### src/rtl/color_filter_stats_pkg.sv
// Shared constants and types for the colour filter / frame statistics block.
package color_filter_stats_pkg;

  localparam int C_IMG_COLS    = 80;
  localparam int C_IMG_ROWS    = 60;
  localparam int C_NB_IMG_PXLS = 13;
  localparam int C_NB_COL      = 7;
  localparam int C_NB_ROW      = 6;
  localparam int C_NB_COMP     = 4;
  localparam int C_NB_RGB      = 3 * C_NB_COMP;

  localparam logic [C_NB_COL-1:0] C_COL_EMPTY = 7'h7F;
  localparam logic [C_NB_ROW-1:0] C_ROW_EMPTY = 6'h3F;

  typedef struct packed {
    logic [C_NB_COMP-1:0] r;
    logic [C_NB_COMP-1:0] g;
    logic [C_NB_COMP-1:0] b;
  } rgb444_t;

endpackage

### src/rtl/color_filter_stats_color_match.sv
// Combinational dominance test: a component matches when it beats both others by more than thresh.
module color_match
  import color_filter_stats_pkg::*;
(
  input  logic [C_NB_RGB-1:0]  pxl,
  input  logic [C_NB_COMP-1:0] thresh,
  output logic [2:0]           match
);

  rgb444_t pxl_s;

  // Widened to 5 bits so other + thresh cannot wrap.
  function automatic logic dominates(input logic [C_NB_COMP-1:0] a,
                                     input logic [C_NB_COMP-1:0] o1,
                                     input logic [C_NB_COMP-1:0] o2,
                                     input logic [C_NB_COMP-1:0] t);
    logic [C_NB_COMP:0] lim1_s;
    logic [C_NB_COMP:0] lim2_s;
    lim1_s = {1'b0, o1} + {1'b0, t};
    lim2_s = {1'b0, o2} + {1'b0, t};
    return ({1'b0, a} > lim1_s) && ({1'b0, a} > lim2_s);
  endfunction

  assign pxl_s = rgb444_t'(pxl);
  assign match = {dominates(pxl_s.r, pxl_s.g, pxl_s.b, thresh),
                  dominates(pxl_s.g, pxl_s.r, pxl_s.b, thresh),
                  dominates(pxl_s.b, pxl_s.r, pxl_s.g, thresh)};

endmodule

### src/rtl/color_filter_stats.sv
// Colour filter on the capture write stream with per-frame match count.
// Optional bounding box of selected pixels when FILTER_BBOX_EN is defined.
module color_filter_stats
  import color_filter_stats_pkg::*;
#(
  parameter int c_img_cols    = C_IMG_COLS,
  parameter int c_img_rows    = C_IMG_ROWS,
  parameter int c_nb_img_pxls = C_NB_IMG_PXLS
) (
  input  logic                     clk,
  input  logic                     rst_n,
  input  logic                     frame_start,
  input  logic                     in_we,
  input  logic [c_nb_img_pxls-1:0] in_addr,
  input  logic [C_NB_RGB-1:0]      in_data,
  input  logic [2:0]               filter_sel,
  input  logic [C_NB_COMP-1:0]     thresh,
  output logic                     out_we,
  output logic [c_nb_img_pxls-1:0] out_addr,
  output logic [C_NB_RGB-1:0]      out_data,
  output logic                     frame_done,
  output logic [c_nb_img_pxls-1:0] pxl_match_cnt
`ifdef FILTER_BBOX_EN
  ,
  output logic [C_NB_COL-1:0]      col_min,
  output logic [C_NB_COL-1:0]      col_max,
  output logic [C_NB_ROW-1:0]      row_min,
  output logic [C_NB_ROW-1:0]      row_max
`endif
);

  localparam logic [c_nb_img_pxls-1:0] C_PXLS_W = c_nb_img_pxls'(c_img_cols * c_img_rows);
  localparam logic [c_nb_img_pxls-1:0] C_COLS_W = c_nb_img_pxls'(c_img_cols);
  localparam logic [c_nb_img_pxls-1:0] C_ONE_W  = c_nb_img_pxls'(1);

  logic [2:0]               match_s;
  logic                     valid_s;
  logic                     sel_s;
  logic [c_nb_img_pxls-1:0] base_s;
  logic [C_NB_ROW-1:0]      row_s;

  logic                     out_we_r;
  logic [c_nb_img_pxls-1:0] out_addr_r;
  logic [C_NB_RGB-1:0]      out_data_r;
  logic                     frame_done_r;
  logic [c_nb_img_pxls-1:0] pxl_match_cnt_r;
  logic [c_nb_img_pxls-1:0] cnt_r;
  logic [c_nb_img_pxls-1:0] row_base_r;
  logic [C_NB_ROW-1:0]      row_r;
  logic                     wr_seen_r;

  color_match u_color_match (
    .pxl    (in_data),
    .thresh (thresh),
    .match  (match_s)
  );

  // Qualify the write and resolve its line; a frame_start write always lands on line 0.
  always_comb begin
    valid_s = in_we && (in_addr < C_PXLS_W);
    sel_s   = valid_s && (|(match_s & filter_sel));
    base_s  = row_base_r;
    row_s   = row_r;
    if (frame_start) begin
      base_s = '0;
      row_s  = '0;
    end else if (in_addr >= row_base_r + C_COLS_W) begin
      base_s = row_base_r + C_COLS_W;
      row_s  = row_r + 6'd1;
    end else begin
      base_s = row_base_r;
      row_s  = row_r;
    end
  end

  // Output stream, frame accumulators and the frame-boundary latch.
  always_ff @(posedge clk or negedge rst_n) begin
    if (!rst_n) begin
      out_we_r        <= 1'b0;
      out_addr_r      <= '0;
      out_data_r      <= 12'h000;
      frame_done_r    <= 1'b0;
      pxl_match_cnt_r <= '0;
      cnt_r           <= '0;
      row_base_r      <= '0;
      row_r           <= '0;
      wr_seen_r       <= 1'b0;
    end else begin
      out_we_r   <= valid_s;
      out_addr_r <= in_addr;
      out_data_r <= ((filter_sel == 3'b000) || sel_s) ? in_data : 12'h000;
      if (frame_start) begin
        frame_done_r <= wr_seen_r;
        if (wr_seen_r) begin
          pxl_match_cnt_r <= cnt_r;
        end else begin
          pxl_match_cnt_r <= pxl_match_cnt_r;
        end
        wr_seen_r  <= valid_s;
        cnt_r      <= sel_s ? C_ONE_W : '0;
        row_base_r <= '0;
        row_r      <= '0;
      end else begin
        frame_done_r <= 1'b0;
        if (valid_s) begin
          wr_seen_r  <= 1'b1;
          row_base_r <= base_s;
          row_r      <= row_s;
        end else begin
          wr_seen_r  <= wr_seen_r;
        end
        if (sel_s && (cnt_r < C_PXLS_W)) begin
          cnt_r <= cnt_r + C_ONE_W;
        end else begin
          cnt_r <= cnt_r;
        end
      end
    end
  end

  assign out_we        = out_we_r;
  assign out_addr      = out_addr_r;
  assign out_data      = out_data_r;
  assign frame_done    = frame_done_r;
  assign pxl_match_cnt = pxl_match_cnt_r;

`ifdef FILTER_BBOX_EN
  logic [C_NB_COL-1:0] col_s;
  logic [C_NB_COL-1:0] col_min_acc_r, col_max_acc_r, col_min_r, col_max_r;
  logic [C_NB_ROW-1:0] row_min_acc_r, row_max_acc_r, row_min_r, row_max_r;

  assign col_s = C_NB_COL'(in_addr - base_s);

  // Bounding-box accumulation of selected pixels, latched alongside the count.
  always_ff @(posedge clk or negedge rst_n) begin
    if (!rst_n) begin
      col_min_acc_r <= C_COL_EMPTY;
      col_max_acc_r <= '0;
      row_min_acc_r <= C_ROW_EMPTY;
      row_max_acc_r <= '0;
      col_min_r     <= C_COL_EMPTY;
      col_max_r     <= '0;
      row_min_r     <= C_ROW_EMPTY;
      row_max_r     <= '0;
    end else if (frame_start) begin
      if (wr_seen_r) begin
        col_min_r <= col_min_acc_r;
        col_max_r <= col_max_acc_r;
        row_min_r <= row_min_acc_r;
        row_max_r <= row_max_acc_r;
      end
      col_min_acc_r <= sel_s ? col_s : C_COL_EMPTY;
      col_max_acc_r <= sel_s ? col_s : '0;
      row_min_acc_r <= sel_s ? row_s : C_ROW_EMPTY;
      row_max_acc_r <= sel_s ? row_s : '0;
    end else if (sel_s) begin
      if (col_s < col_min_acc_r) col_min_acc_r <= col_s;
      if (col_s > col_max_acc_r) col_max_acc_r <= col_s;
      if (row_s < row_min_acc_r) row_min_acc_r <= row_s;
      if (row_s > row_max_acc_r) row_max_acc_r <= row_s;
    end
  end

  assign col_min = col_min_r;
  assign col_max = col_max_r;
  assign row_min = row_min_r;
  assign row_max = row_max_r;
`else
  // Without the box, the filtered stream and match count are the whole result.
`endif

endmodule

### config.mk
export PLATFORM = sky130hd
export DESIGN_NAME = color_filter_stats
export DESIGN_NICKNAME = d
export VERILOG_FILES = /design/src/rtl/color_filter_stats_pkg.sv /design/src/rtl/color_filter_stats_color_match.sv /design/src/rtl/color_filter_stats.sv
export SDC_FILE = /design/constraint.sdc
export NUM_CORES = 1
export LEC_CHECK = 0
export BUFFER_PORTS_ARGS = -buffer_cell sky130_fd_sc_hd__clkbuf_2
export CAP_MARGIN = 20
export CORE_ASPECT_RATIO = 1.1
export CORE_MARGIN = 2
export CORE_UTILIZATION = 42
export CTS_BUF_LIST = sky130_fd_sc_hd__clkbuf_8
export DETAILED_ROUTE_END_ITERATION = 10
export HOLD_SLACK_MARGIN = 0.15
export MAX_ROUTING_LAYER = met4
export PLACE_DENSITY_LB_ADDON = 0.08
export SKIP_LAST_GASP = 1
export SLEW_MARGIN = 5
export SYNTH_ARGS = -nofsm -noshare
export SYNTH_HDL_FRONTEND = slang
export SYNTH_SLANG_ARGS = --single-unit
export TNS_END_PERCENT = 30
### constraint.sdc
create_clock -name clk -period 3.65 [get_ports clk]
set_input_delay 0.5475 -clock clk [delete_from_list [all_inputs] [get_ports clk]]
set_output_delay 0.5475 -clock clk [all_outputs]
set_load 0.01 [all_outputs]
* Yosys cells after proc, flatten, opt, wreduce, memory -nomap -nowiden *
Cells that the tools add are included.

word-level totals
  flip-flop bits (word level) = 54
  output and inout port bits = 40
  input port bits = 36
  word-level logic and storage cells = 39

cells by class
  bitwise logic cells = 1
  $add $sub $neg = 4
  muxes and demuxes = 7
  reductions and logical operators = 12
  order comparisons = 8

operators with widths
  operator               count
  $gt 4x5->1             6
  $lt 13x13->1 const B   2
  $mux 13                2
  $add 4x4->5            3
  $add 13x1->13 const B  1
  $mux 12                1
  $logic_and 1x1->1      6
  $mux 1                 4
  $reduce_bool 2->1      2
  $and 3x3->3            1
  $logic_not 3->1        1
  $reduce_or 3->1        1
  $reduce_and 2->1       1
  $logic_or 1x1->1       1

* Depth between registers and ports, before layout *
  word-level depth = 9
  gate-level depth with buffers = 13
  mapped depth without buffers = 12

* Cells and area by module *
Synthesis repeated with hierarchy kept, for this count alone.

unflattened totals
  cells, all modules = 253
  area total of the unflattened synthesis = 2,916.5 um^2

by module, submodules not included
  module              instances  area an instance (um^2)  cells an instance  sequential area each (um^2)
  color_filter_stats  1          2,078.2                  158                1,351.3
  color_match         1          838.3                    95                 0.0

* Worst setup path before layout *
No wires, ideal clock.

  path kind = in2reg
  start point = input in_data[4]
  end point = register cnt_r[7]
  path slack = 0.261 ns
  library setup time = 0.127 ns
  path buffers = 0
  arrival time = 3.261 ns
  stages on the path = 12
  required time = 3.523 ns
  cell sequence = ha_1 > fa_1 > inv_1 > ha_1 > nor2b_1 > o21ai_1 > maj3_2 > a221oi_2 > a21oi_1 > o311ai_4 > and4b_1 > mux2_1

between the ends
  word-level cells in the longest chain between the ends = 8
  elaborated cells on any way between the ends = 13
  those cells by class = 1 x add/sub; 4 x order compare; 1 x bitwise; 7 x reduce/logical

ends and longest elaborated chain
  item                                    line                                                                        RTL
  from (decl)                             color_filter_stats.sv:15                                                    input logic [C_NB_RGB-1:0] in_data,
  $add 4x4->5                             color_filter_stats_color_match.sv:19, color_filter_stats_color_match.sv:20
  $gt 4x5->1                              color_filter_stats_color_match.sv:21                                        return ({1'b0, a} > lim1_s) && ({1'b0, a} > lim2_s);
  $logic_and 1x1->1                       color_filter_stats_color_match.sv:21
  $and 3x3->3 (*)                         color_filter_stats.sv:61                                                    sel_s = valid_s && (|(match_s & filter_sel));
  $reduce_or 3->1 (*)                     color_filter_stats.sv:61
  $logic_and 1x1->1 (*)                   color_filter_stats.sv:61
  $logic_and 1x1->1 (*)                   color_filter_stats.sv:112                                                   if (sel_s && (cnt_r < C_PXLS_W)) begin
  $reduce_bool 2->1 (no source line) (*)  n/a
  to (signal assigned)                    color_filter_stats.sv:100                                                   cnt_r <= sel_s ? C_ONE_W : '0;
  to (signal assigned)                    color_filter_stats.sv:113                                                   cnt_r <= cnt_r + C_ONE_W;
  to (signal assigned)                    color_filter_stats.sv:115                                                   cnt_r <= cnt_r;
  to (decl)                               color_filter_stats.sv:47                                                    logic [c_nb_img_pxls-1:0] cnt_r;

Every way passes the cells marked *; elsewhere a longest branch is shown, timed or not.
A chain may end at the register's enable or synchronous reset.

* Worst setup path after layout *
  start point = input thresh[0]
  end point = register cnt_r[4]

between the ends
  word-level cells in the longest chain between the ends = 8
  elaborated cells on any way between the ends = 17
  those cells by class = 3 x add/sub; 6 x order compare; 1 x bitwise; 7 x reduce/logical

ends and longest elaborated chain
  item                                    line                                                                        RTL
  from (decl)                             color_filter_stats.sv:17                                                    input logic [C_NB_COMP-1:0] thresh,
  $add 4x4->5 (on tied branches)          color_filter_stats_color_match.sv:19, color_filter_stats_color_match.sv:20
  $gt 4x5->1                              color_filter_stats_color_match.sv:21
  $logic_and 1x1->1                       color_filter_stats_color_match.sv:21
  $and 3x3->3 (*)                         color_filter_stats.sv:61
  $reduce_or 3->1 (*)                     color_filter_stats.sv:61
  $logic_and 1x1->1 (*)                   color_filter_stats.sv:61
  $logic_and 1x1->1 (*)                   color_filter_stats.sv:112
  $reduce_bool 2->1 (no source line) (*)  n/a

Marked as above.

==> qor.csv <==
metric;value;unit
synth top area cells;dfrtp_1, ha_1, mux2_2;
Post-synth EDFFs;0;
Power Total;1330;µW
final setup fails;0;
Fin. Hold Viols;0;
maximum clock rate;0.287;GHz
Die ar.;7840;µm²
vias in the first global route;2280;
Die Ht;92.7;µm
Reg power frac;47.1;%
Least-Margin Pin Slew;0.959;ns
antenna cells;0;
# rows;32;
Clk pwr share;29.7;%
count of input and output buffers;75;
leakage power;0.00201;µW
Remaining DRCs;0;
ys async rst share;100;%
initial antenna violation count;0;
register area share after synthesis;45.0;%
clk sink count;54;
Mapped Cells;265;
TritonCTS clock tree;done;
CP max FO;9;
share of layout cells above drive strength 1;36.8;%
max-slew violations;0;
root buf cell;clkbuf_8;
hold path endpoint;out_addr[4];
top cell type's share of synthesized area;45.0;%
Worst Hold Class;input port to flip-flop;
RSZ-0062 raised after global routing;false;
Die Wd;84.6;µm
largest net degree at the start of global routing;41;
post-detailed-route via-to-cell ratio;5.09;
Crit Path Class;input port to flip-flop;
flops & latches, synth;54;
Final Skew;0.00346;ns
Syn Area/Cell;11.3;µm²
run status;completed;
worst setup margin;0.167;ns
Reg2Reg Launch Point;cnt_r[6];
period utilization;95.4;%
slew margin rel.;36.1;%
DR iter-0 viols;78;
slack of the worst reg-to-reg path;1.87;ns
Comb pwr share;23.2;%
DRT Wirelength;6240;µm
reg2reg path depth;7;
Synth area leader;dfrtp_1;
post-CTS setup buffer count;0;
Worst Path Required;3.85;ns
Max clock buf depth;2;
H-tree depth;2;
Synth warnings;0;
Num CTS Buffers;5;
Initial Util;43.1;%
post-route ant nets;0;
post-route minimum period;3.48;ns
Worst Path Arrival;3.68;ns
max_cap viols;0;
worst skew pair latency;0.31;ns
worst flop-to-flop path endpoint;cnt_r[9];
wire length per cell;14.1;µm
Worst VDD drop;190;µV
startpoint types;input port;
PwrDens;363;nW/µm²
core area;6970;µm²
gr usage total;17.4;%
Fin Hold WS;0.336;ns
Hold Path Depth;1;
Net Sw Frac;28.0;%
NetSw;373;µW
I/O pin total;76;
gp weighted congestion;0.851;
hold_sp;in_addr[4];
# fillers;653;
DP Worst Slack;-0.220;ns
Syn Nets;329;
prevailing post-synth register cell;dfrtp_1;
DP HPWL;4990;µm
first-pass GRT wire length;10600;µm
nets;419;
first-pass iteration count of the detailed router;4;
crit path capture type;flip-flop;
Post-Syn Area;3000;µm²
Layout area overhead;22.2;%
Reg clk slew, reported paths;0.09;ns
internal power;959;µW
via count;2246;
Yosys cell types;48;
grt ovf;0;
-- flip-flops by register name, summed over array words and instances, names as in the netlist --
signal / cells
cnt_r: 13
frame_done: 1
out_addr: 13
out_data: 12
out_we: 1
pxl_match_cnt: 13
wr_seen_r: 1
-- cell type report --
cell class              count  area [µm²]  share of cell area, %
flip-flops and latches     54        1350                   36.8
clock buffers               5        68.8                   1.88
multi-input cells         190        1570                   42.7
well taps                  85         106                   2.90
repair buffers             89         480                   13.1
clock inverters             3        41.3                   1.13
inverters                  15        56.3                   1.53
-- cell usage after synthesis, types with 2 or more instances --
| cell | count |
|---|---|
| buf_2 | 2 |
| nor2b_1 | 20 |
| xnor2_1 | 4 |
| nor2_1 | 21 |
| xor2_1 | 5 |
| a21oi_2 | 3 |
| nand3_1 | 4 |
| nand2_1 | 15 |
| a21oi_1 | 6 |
| clkbuf_1 | 3 |
| and3_1 | 11 |
| nor3_1 | 2 |
| nand3_2 | 5 |
| a21o_1 | 10 |
| fa_1 | 3 |
| dfrtp_1 | 54 |
| o21ai_0 | 6 |
| ha_1 | 25 |
| mux2_1 | 2 |
| mux2_4 | 5 |
| mux2_2 | 14 |
| maj3_1 | 3 |
| inv_1 | 15 |
| a211oi_1 | 2 |
| maj3_2 | 2 |
-- cells in the final DEF (no fill, tap or decap), drive strengths merged, types with 2 or more instances in the layout --
cell     n
clkbuf  80
dfrtp   54
ha      25
nor2    21
mux2    21
nor2b   20
inv     16
nand2   16
buf     14
and3    11
a21o    10
a21oi    9
nand3    9
o21ai    7
xor2     5
maj3     5
xnor2    4
fa       3
nor3     2
a211oi   2
a21boi   2
a221oi   2
o31ai    2
-- repair_timing --
action / 4_1_cts / 5_1_grt
setup endpoints to repair: 0 / 12
resized for setup: 0 / 1
hold buffers: 0 / 0
-- metal layers --
layer	share of wire [%]	global-route usage, %
met2	52	30.1
met3	3.1	2.50
met1	41	19.7
met5	0	-
met4	3.3	8.73
-- per-stage QoR --
stage	instance area (µm²)	setup TNS (ns)	std cells	utilization [%]
2_1_floorplan	3000	0	265	-
3_3_place_gp	3560	-1.69	433	51.1
3_5_place_dp	3560	-3.67	433	51.1
4_1_cts	3670	0	441	52.6
5_1_grt	3670	0	441	52.7
6_report	3670	0	441	52.7
-- cells by family (layout without fill, tap and decap cells) --
logic type                 Yosys count  in the layout  synth area share (%)
AOI/OAI and AO/OA                   41             41                  11.1
buffers and inverters               21            112                  2.96
DFF                                 54             54                  45.0
adders and majority gates           33             33                  14.2
and+or+nand+nor                     85             85                  15.3
xor gates and xnor gates             9              9                  2.62
muxes                               22             22                  8.83
-- worst max path at each step --
stage          startpoint  slack [ns]           end
2_1_floorplan  in_data[4]        0.26      cnt_r[7]
3_3_place_gp    thresh[0]       -0.11   out_data[0]
3_5_place_dp    thresh[0]       -0.22  out_data[10]
4_1_cts         thresh[0]        0.11   out_data[1]
5_1_grt         thresh[0]        0.05      cnt_r[4]
6_report        thresh[0]        0.17      cnt_r[4]
-- critical path, cell delays in order --
cell and delay [ns]:
clkbuf_2 0.11, ha_1 0.22, fa_1 0.48, inv_1 0.06, ha_1 0.28, nor2b_1 0.13, o21ai_1 0.11, maj3_2 0.35
a221oi_2 0.28, a21oi_1 0.11, o311ai_4 0.36, buf_4 0.25, nand3_2 0.09, mux2_4 0.30
-- power by group through the flow --
| stage | Clock [µW] | Combinational [µW] | Sequential, µW |
|---|---|---|---|
| 3_5_place_dp | 0 | 311 | 640 |
| 3_3_place_gp | 0 | 304 | 640 |
| 5_1_grt | 431 | 346 | 630 |
| 4_1_cts | 413 | 313 | 628 |
| 6_report | 395 | 309 | 628 |
| 2_1_floorplan | 0 | 179 | 649 |
Note: power is estimated with default switching activity, not from simulation.
